`src/rtl/div16x8_seq.sv`:
```
// div16x8_seq: sequential restoring divider, 16-bit dividend / 8-bit divisor.
// Produces one quotient bit per clock (MSB first) behind a start/done handshake.
// Divide-by-zero and quotient-overflow are detected on the accepting edge and
// finish in a single cycle with quotient 8'hFF and remainder 0.
//
// Ports:
//   clk          system clock, rising edge
//   srst         synchronous active-high reset
//   start        request, sampled only in IDLE and DONE
//   dividend     16-bit numerator, captured on the accepting edge
//   divisor      8-bit denominator, captured on the accepting edge
//   quotient     registered 8-bit quotient, held until the next accepted start
//   remainder    registered 8-bit remainder, held like quotient
//   done         high while in DONE
//   busy         high while in CALC
//   div_by_zero  last operation had divisor 0
//   overflow     last operation's quotient did not fit in 8 bits
//   state_out    current state: IDLE=00, CALC=01, DONE=10
module div16x8_seq (
  input  logic        clk,
  input  logic        srst,
  input  logic        start,
  input  logic [15:0] dividend,
  input  logic [7:0]  divisor,
  output logic [7:0]  quotient,
  output logic [7:0]  remainder,
  output logic        done,
  output logic        busy,
  output logic        div_by_zero,
  output logic        overflow,
  output logic [1:0]  state_out
);

  localparam logic [1:0] StIdle = 2'b00;
  localparam logic [1:0] StCalc = 2'b01;
  localparam logic [1:0] StDone = 2'b10;

  logic [1:0] state_q, state_d;
  logic [3:0] count_q, count_d;
  logic [7:0] rem_q, rem_d;     // partial remainder, always < divisor
  logic [7:0] low_q, low_d;     // remaining dividend bits, MSB consumed first
  logic [7:0] quo_q, quo_d;     // quotient shift register
  logic [7:0] dvs_q, dvs_d;     // captured divisor
  logic [7:0] quotient_q, quotient_d;
  logic [7:0] remainder_q, remainder_d;
  logic       dbz_q, dbz_d;
  logic       ovf_q, ovf_d;

  // One restoring step: shift in next dividend bit, subtract if it fits.
  logic [8:0] trial;
  logic [8:0] diff;
  logic       fits;
  logic [7:0] rem_step;
  logic [7:0] quo_step;

  always_comb begin
    trial    = {rem_q, low_q[7]};
    diff     = trial - {1'b0, dvs_q};
    fits     = (trial >= {1'b0, dvs_q});
    rem_step = fits ? diff[7:0] : trial[7:0];
    quo_step = {quo_q[6:0], fits};
  end

  always_comb begin
    state_d     = state_q;
    count_d     = count_q;
    rem_d       = rem_q;
    low_d       = low_q;
    quo_d       = quo_q;
    dvs_d       = dvs_q;
    quotient_d  = quotient_q;
    remainder_d = remainder_q;
    dbz_d       = dbz_q;
    ovf_d       = ovf_q;

    case (state_q)
      StIdle, StDone: begin
        if (start) begin
          dvs_d = divisor;
          dbz_d = 1'b0;
          ovf_d = 1'b0;
          if (divisor == 8'h00) begin
            dbz_d       = 1'b1;
            quotient_d  = 8'hFF;
            remainder_d = 8'h00;
            state_d     = StDone;
          end else if (dividend[15:8] >= divisor) begin
            ovf_d       = 1'b1;
            quotient_d  = 8'hFF;
            remainder_d = 8'h00;
            state_d     = StDone;
          end else begin
            rem_d   = dividend[15:8];
            low_d   = dividend[7:0];
            quo_d   = 8'h00;
            count_d = 4'd0;
            state_d = StCalc;
          end
        end else begin
          state_d = StIdle;
        end
      end
      StCalc: begin
        rem_d   = rem_step;
        low_d   = {low_q[6:0], 1'b0};
        quo_d   = quo_step;
        count_d = count_q + 4'd1;
        if (count_q == 4'd7) begin
          quotient_d  = quo_step;
          remainder_d = rem_step;
          state_d     = StDone;
        end
      end
      default: state_d = StIdle;  // unused encoding recovers, outputs untouched
    endcase
  end

  always_ff @(posedge clk) begin
    if (srst) begin
      state_q     <= StIdle;
      count_q     <= 4'd0;
      rem_q       <= 8'h00;
      low_q       <= 8'h00;
      quo_q       <= 8'h00;
      dvs_q       <= 8'h00;
      quotient_q  <= 8'h00;
      remainder_q <= 8'h00;
      dbz_q       <= 1'b0;
      ovf_q       <= 1'b0;
    end else begin
      state_q     <= state_d;
      count_q     <= count_d;
      rem_q       <= rem_d;
      low_q       <= low_d;
      quo_q       <= quo_d;
      dvs_q       <= dvs_d;
      quotient_q  <= quotient_d;
      remainder_q <= remainder_d;
      dbz_q       <= dbz_d;
      ovf_q       <= ovf_d;
    end
  end

  // Status outputs decode the state register only; no input reaches an output.
  assign quotient    = quotient_q;
  assign remainder   = remainder_q;
  assign div_by_zero = dbz_q;
  assign overflow    = ovf_q;
  assign done        = (state_q == StDone);
  assign busy        = (state_q == StCalc);
  assign state_out   = state_q;

endmodule
```
`config.mk`:
```
export PLATFORM = sky130hd
export DESIGN_NAME = div16x8_seq
export DESIGN_NICKNAME = d
export VERILOG_FILES = /design/src/rtl/div16x8_seq.sv
export SDC_FILE = /design/constraint.sdc
export NUM_CORES = 1
export LEC_CHECK = 0
export ABC_AREA = 1
export CORE_MARGIN = 2
export CORE_UTILIZATION = 35
export CTS_BUF_LIST = sky130_fd_sc_hd__clkbuf_4
export DETAILED_ROUTE_END_ITERATION = 7
export PLACE_DENSITY_LB_ADDON = 0.25
export REMOVE_ABC_BUFFERS = 1
export SLEW_MARGIN = 30
export SYNTH_ARGS = -nofsm -noshare
export SYNTH_HDL_FRONTEND = slang
export SYNTH_SLANG_ARGS = --single-unit
export TNS_END_PERCENT = 10
```
`constraint.sdc`:
```
create_clock -name clk -period 2.12 [get_ports clk]
set_clock_uncertainty 0.05 [all_clocks]
set_input_delay 0.212 -clock clk [delete_from_list [all_inputs] [get_ports clk]]
set_output_delay 0.212 -clock clk [all_outputs]
set_load 0.05 [all_outputs]
```
Word level (Yosys, flattened, before mapping) --
Index checks and enable logic that the tools add are counted.
Cells by class: add/sub/neg operators 2, multiplexer cells 35, reduce and logical (&&, ||, !) cells 7, equal/unequal tests 8, $lt $le $gt $ge 2
Operator list (number):
- 8-bit 2-to-1 mux | 15
- 8-bit case mux with 2 select lines | 4
- 7-bit 2-to-1 mux | 3
- 7-bit case mux with 2 select lines | 1
- 4-bit 2-to-1 mux | 3
- 9-bit by 8-bit >= comparator with 1-bit output | 1
- 8-bit >= comparator | 1
- 8-bit zero test | 1
- 2-bit 2-to-1 mux | 4
- 4-bit case mux with 2 select lines | 1
- 4-bit AND reduction | 2
- 8-bit subtractor | 1
- 2-bit != test, second input constant | 3
- 4-bit by 1-bit adder with 4-bit output, second input constant | 1
- 4-bit by 3-bit equality test with 1-bit output, second input constant | 1
- 2-bit case mux with 2 select lines | 1
- 1-bit 2-to-1 mux | 3
- 3-bit != test, second input constant | 1
- 2-bit by 1-bit equality test with 1-bit output, second input constant | 1
- 2-bit equality test, second input constant | 1
- 2-bit zero test | 1
- 2-bit by 1-bit != test with 1-bit output, second input constant | 1
- 2-bit AND reduction | 1
- 2-bit nonzero test | 1
- 2-bit OR reduction | 1
Storage, ports and cells: logic and storage cells 64, bits of input ports 27, output and inout port bits 22, flip-flop bits (word level) 55

Depth between registers and ports, before layout --
depth after elaboration 5, mapped depth 15, gate-level depth less buffers 14

Worst setup path before layout --
No wires, ideal clock.
path type register to register, from reg state_q[0], in the netlist state_out[0], to reg count_q[2], setup time 70 ps, clock period less this slack 1997 ps, path buffers 1, stages on the path, launching flop included 6, data required time 2000 ps, path slack 123 ps, data arrival time 1877 ps, cell sequence dfxtp_1 > nand2_1 > inv_2 > clkbuf_1 > nand3_1 > a21oi_1
On the way: elaborated cells between the ends (all ways) 10, classes of those cells eq/ne (5); mux (1); reduce/logical (4)
RTL lines:
- start: declaration | RTL line 38 | logic [1:0] state_q, state_d;
- start signal: assignment | RTL line 120 | state_q <= StIdle;
- start signal: assignment | RTL line 131 | state_q <= state_d;
- 2-bit by 1-bit equality test with 1-bit output *
- named net busy | RTL line 28 | output logic busy,
- 2-bit nonzero test (no source line)
- 4-bit AND reduction (no source line)
- end signal: assignment | RTL line 132 | count_q <= count_d;
- end: declaration | RTL line 39 | logic [3:0] count_q, count_d;
Mark *: on every way through the listed nets, which the timed path passes. The rest lies on a longest branch. A chain may end at the register's enable or synchronous reset.

Worst setup path after layout --
from reg dvs_q[5], to reg remainder_q[1], in the netlist remainder[1]
On the way: cells in the longest elaborated chain, start to end 4
Ends and longest elaborated chain:
- start: declaration | RTL line 43 | logic [7:0] dvs_q, dvs_d;
- start signal: assignment | RTL line 136 | dvs_q <= dvs_d;
- 9-bit by 8-bit >= comparator with 1-bit output | RTL line 59 | fits = (trial >= {1'b0, dvs_q});
- 8-bit 2-to-1 mux | RTL line 60 | rem_step = fits ? diff[7:0] : trial[7:0];
- 8-bit 2-to-1 mux | RTL line 108 | if (count_q == 4'd7) begin
- 8-bit case mux with 2 select lines | RTL line 76 | case (state_q)
- end signal: assignment | RTL line 138 | remainder_q <= remainder_d;
- end: declaration | RTL line 45 | logic [7:0] remainder_q, remainder_d;
Every way passes these cells. The select of a mux whose other input is x is not followed.

==> metrics.md <==
| Metric | Value |
|---|---|
| Skew-Pair Late Insertion Delay | 0.37 ns |
| Post-synthesis xor/xnor area fraction | 0.812% |
| First-pass GRT wire length | 14.2 mm |
| Initial antenna violation count | 0 |
| Ys async rst share | 0% |
| R2R Path End | remainder[1]$_SDFFE_PP0P_ |
| Yosys warns | 0 |
| Largest cells by area after synthesis | dfxtp_1 (34%), nand2_1 (15%), inv_1 (7.3%), nor2_1 (6.6%), ha_1 (6.6%) |
| Sequential area share after synthesis | 34.0% |
| Clock Tree Buf Depth | 2 |
| Hold-fix buffers, CTS | 0 |
| Initial DRC count | 105 |
| Clock power frac | 14.3% |
| Port Buf Inserts | 48 |
| Multi-input logic area | 1810 µm² |
| Vias post-DR | 3189 |
| Reg area | 1100 µm² |
| Setup tns final | 0 ns |
| CP max stage cell | dfxtp_1 |
| CTS buffer count | 5 |
| Finish-stage setup viols | 0 |
| Die area | 10000 µm² |
| Largest family of logic cells by synthesized area | simple AND/OR/NAND/NOR gates |
| Slew Limit Fails | 0 |
| H-tree lvl count | 2 |
| Minimum clock period | 1.97 ns |
| Max rail drop VDD | 0.281 mV |
| Fin. Hold Viols | 0 |
| Hold path start | dividend[0] |
| Vias per std cell | 4.82 |
| Logic gate share of total power | 47.4% |
| Max-cap violations | 0 |
| Tightest Pin Transition | 0.504 ns |
| Critical Path Start Type | flop |
| Crit path capture type | flop |
| Layout cells sized above 1 | 14.2% |
| Synthesized-area fraction occupied by adder cells | 7.19% |
| Clock Sinks | 55 |
| CP Cell Sequence | inv_1 -> ha_1 -> nand2_2 -> nor2_2 -> nand3_1 -> and2_1 -> buf_12 -> nand2_8 -> nand3_2 -> nand2_2 -> nor2_1 -> nor2_1 |
| Worst Reg-to-Reg Cells | 12 |
| Pwr Total | 3.17 mW |
| CP max FO | 11 |
| Post-route ant nets | 0 |
| Synth cell types | 31 |
| Die width | 100 µm |
| Starting density of the core | 35.5% |
| Hold depth | 3 |
| CTS tree | yes |
| Synth Register Bits | 55 |
| Data arrival time of the critical path | 2.25 ns |
| Fin worst setup slack | 0.153 ns |
| Tot GR Track Use | 17.4% |
| DR DRC count | 0 |
| Synth Area in Simple Gates | 38.1% |
| Drt wl/cell | 12.7 µm |
| Total iterations of the first detailed-routing run | 4 |
| Critical R2R Launch | dvs_q[5]$_SDFFE_PP0P_ |
| Grt total ovfl | 0 |
| Dpl ws | -0.216 ns |
| Synth Instances | 484 |
| Area growth, synth to finish | 25.9% |
| Worst reg2reg setup slack | 0.15 ns |
| Synth Flop Type | dfxtp_1 |
| Vias in the first global route | 3129 |
| Max Freq | 0.508 GHz |
| Sequential power share | 38.4% |
| Placeable Area | 9110 µm² |
| Synth top cells by count | nand2_1 (128), inv_1 (63), nor2_1 (57), dfxtp_1 (55), a21oi_1 (35) |
| Power Dens Cells | 779 nW/µm² |
| Post-route cell area | 4080 µm² |
| # fillers | 952 |
| Switching share of power | 42.6% |
| Status | finished, final reports clean |
| Root buffer cell | clkbuf_4 |
| Leading area contributor after synthesis | dfxtp_1 |
| DP HPWL | 6.38 mm |
| EDFF count, synth | 0 |
| Most common cell in the netlist | nand2_1 |
| Syn avg cell area | 6.69 µm² |
| Gpl congestion | 0.832 |
| Post-synthesis cell area | 3240 µm² |
| Required @ worst endpoint | 2.40 ns |
| Die H | 100 µm |
| Fin crit share | 92.8% |
| Area fraction in compound gates after synthesis | 8.81% |
| Total wire length | 8.44 mm |
| Slowest stage delay, CP | 0.37 ns |
| Largest net degree at the start of global routing | 36 |
| Yosys top cell area share | 34.0% |
| Ant. Diodes | 0 |
| FP Rows | 35 |
| Mux share of post-synthesis cell area | 0% |
| Nets@finish | 595 |
| P_sw | 1.35 mW |
| Post-DP Area | 3980 µm² |
| Internal | 1.82 mW |
| LEAKAGE | 2.00 nW |
| Reg clk slew, reported paths | 0.16 ns |
| HP Class | primary input to flop |
| Worst hold endpoint | low_q[0]$_SDFFE_PP0P_ |
| Crit Path Class | flop to flop |
| Max-slew headroom | 66.3% |
| Io pins | 49 |
-- cell type report --
type | count | share of cell area, %
clock inverters | 3 | 0.368
clock buffers | 5 | 0.921
multi-input cells | 344 | 44.4
repair buffers | 74 | 17.4
flip-flops and latches | 55 | 27.0
inverters | 70 | 6.45
well taps | 111 | 3.41
-- critical path: cells and delay by family (launching register included) --
kind          cells  cell delay, ns
simple gates      9            0.92
buf+inv           2            0.21
fa+ha+maj         1            0.37
flops             1            0.37
-- state kept, by name (all words and copies together), names as in the netlist --
signal / cells
rem_q: 8
count_q: 4
dvs_q: 8
quo_q: 7
remainder: 8
quotient: 8
low_q: 8
state_out: 2
overflow: 1
div_by_zero: 1
-- power by group through the flow --
| stage | combinational, mW | sequential [mW] | clock (mW) |
|---|---|---|---|
| global route | 1.68 | 1.23 | 0.505 |
| finish | 1.50 | 1.22 | 0.453 |
| floorplan | 0.783 | 1.41 | 0 |
| detailed placement | 1.45 | 1.24 | 0 |
| CTS | 1.46 | 1.22 | 0.468 |
| global placement | 1.44 | 1.24 | 0 |
-- worst max-delay path by stage --
| stage | startpoint | end | cells after the start |
|---|---|---|---|
| after floorplan | state_out[0]$_SDFFE_PP0N_ | quotient[0]$_SDFFE_PP0P_ | 9 |
| after global placement | divisor[1] | count_q[0]$_SDFFE_PP0P_ | 13 |
| after detailed placement | divisor[1] | count_q[0]$_SDFFE_PP0P_ | 13 |
| after CTS | dvs_q[5]$_SDFFE_PP0P_ | remainder[1]$_SDFFE_PP0P_ | 12 |
| after global routing | dvs_q[3]$_SDFFE_PP0P_ | quotient[0]$_SDFFE_PP0P_ | 13 |
| final | dvs_q[5]$_SDFFE_PP0P_ | remainder[1]$_SDFFE_PP0P_ | 12 |
-- per-stage QoR --
step | cells | hold slack [ns] | util [%]
2_1_floorplan | 467 | 0.231 | -
3_3_place_gp | 651 | 0.399 | 43.7
3_5_place_dp | 651 | 0.406 | 43.7
4_1_cts | 659 | 0.364 | 44.3
5_1_grt | 662 | 0.383 | 44.8
6_report | 662 | 0.366 | 44.8
-- placed cells by master, fill, tap and decap left out, types with 2 or more instances in the layout --
cell / Yosys / final
nand3_1: 33 / 33
inv_1: 63 / 63
clkbuf_4: 0 / 5
buf_12: 0 / 3
ha_1: 17 / 16
nor2_2: 3 / 3
nor2_1: 57 / 57
o21ai_0: 15 / 15
or2_2: 3 / 3
o21a_1: 2 / 2
xor2_1: 2 / 2
nand3_2: 11 / 12
inv_2: 6 / 6
nand4_1: 11 / 11
o21ai_1: 4 / 4
nor3_2: 2 / 2
buf_4: 3 / 24
a21oi_1: 35 / 35
nand2_1: 128 / 128
clkinv_2: 0 / 3
clkdlybuf4s50_1: 0 / 47
dfxtp_1: 55 / 55
nand2_4: 1 / 2
nand2_2: 12 / 12
-- metal layers --
layer	vias to the layer above	track usage (%)	wire length [µm]
met2	57	32.2	4290
met3	12	2.37	309
met4	0	5.27	170
met5	-	0	0
met1	1465	20.9	3670
li1	1655	-	-
-- cell families after synthesis --
family / after synthesis
AO/OA/AOI/OAI: 56
XOR/XNOR: 3
adder cells (fa/ha/maj): 18
buffers and inverters: 87
flip-flops: 55
AND/OR/NAND/NOR: 265
-- what timing repair did --
item | CTS | global route
resized for setup | 0 | 1
endpoints found under the setup margin | 0 | 12
buffers inserted | 0 | 1
Note: power is estimated with default switching activity, not from simulation.
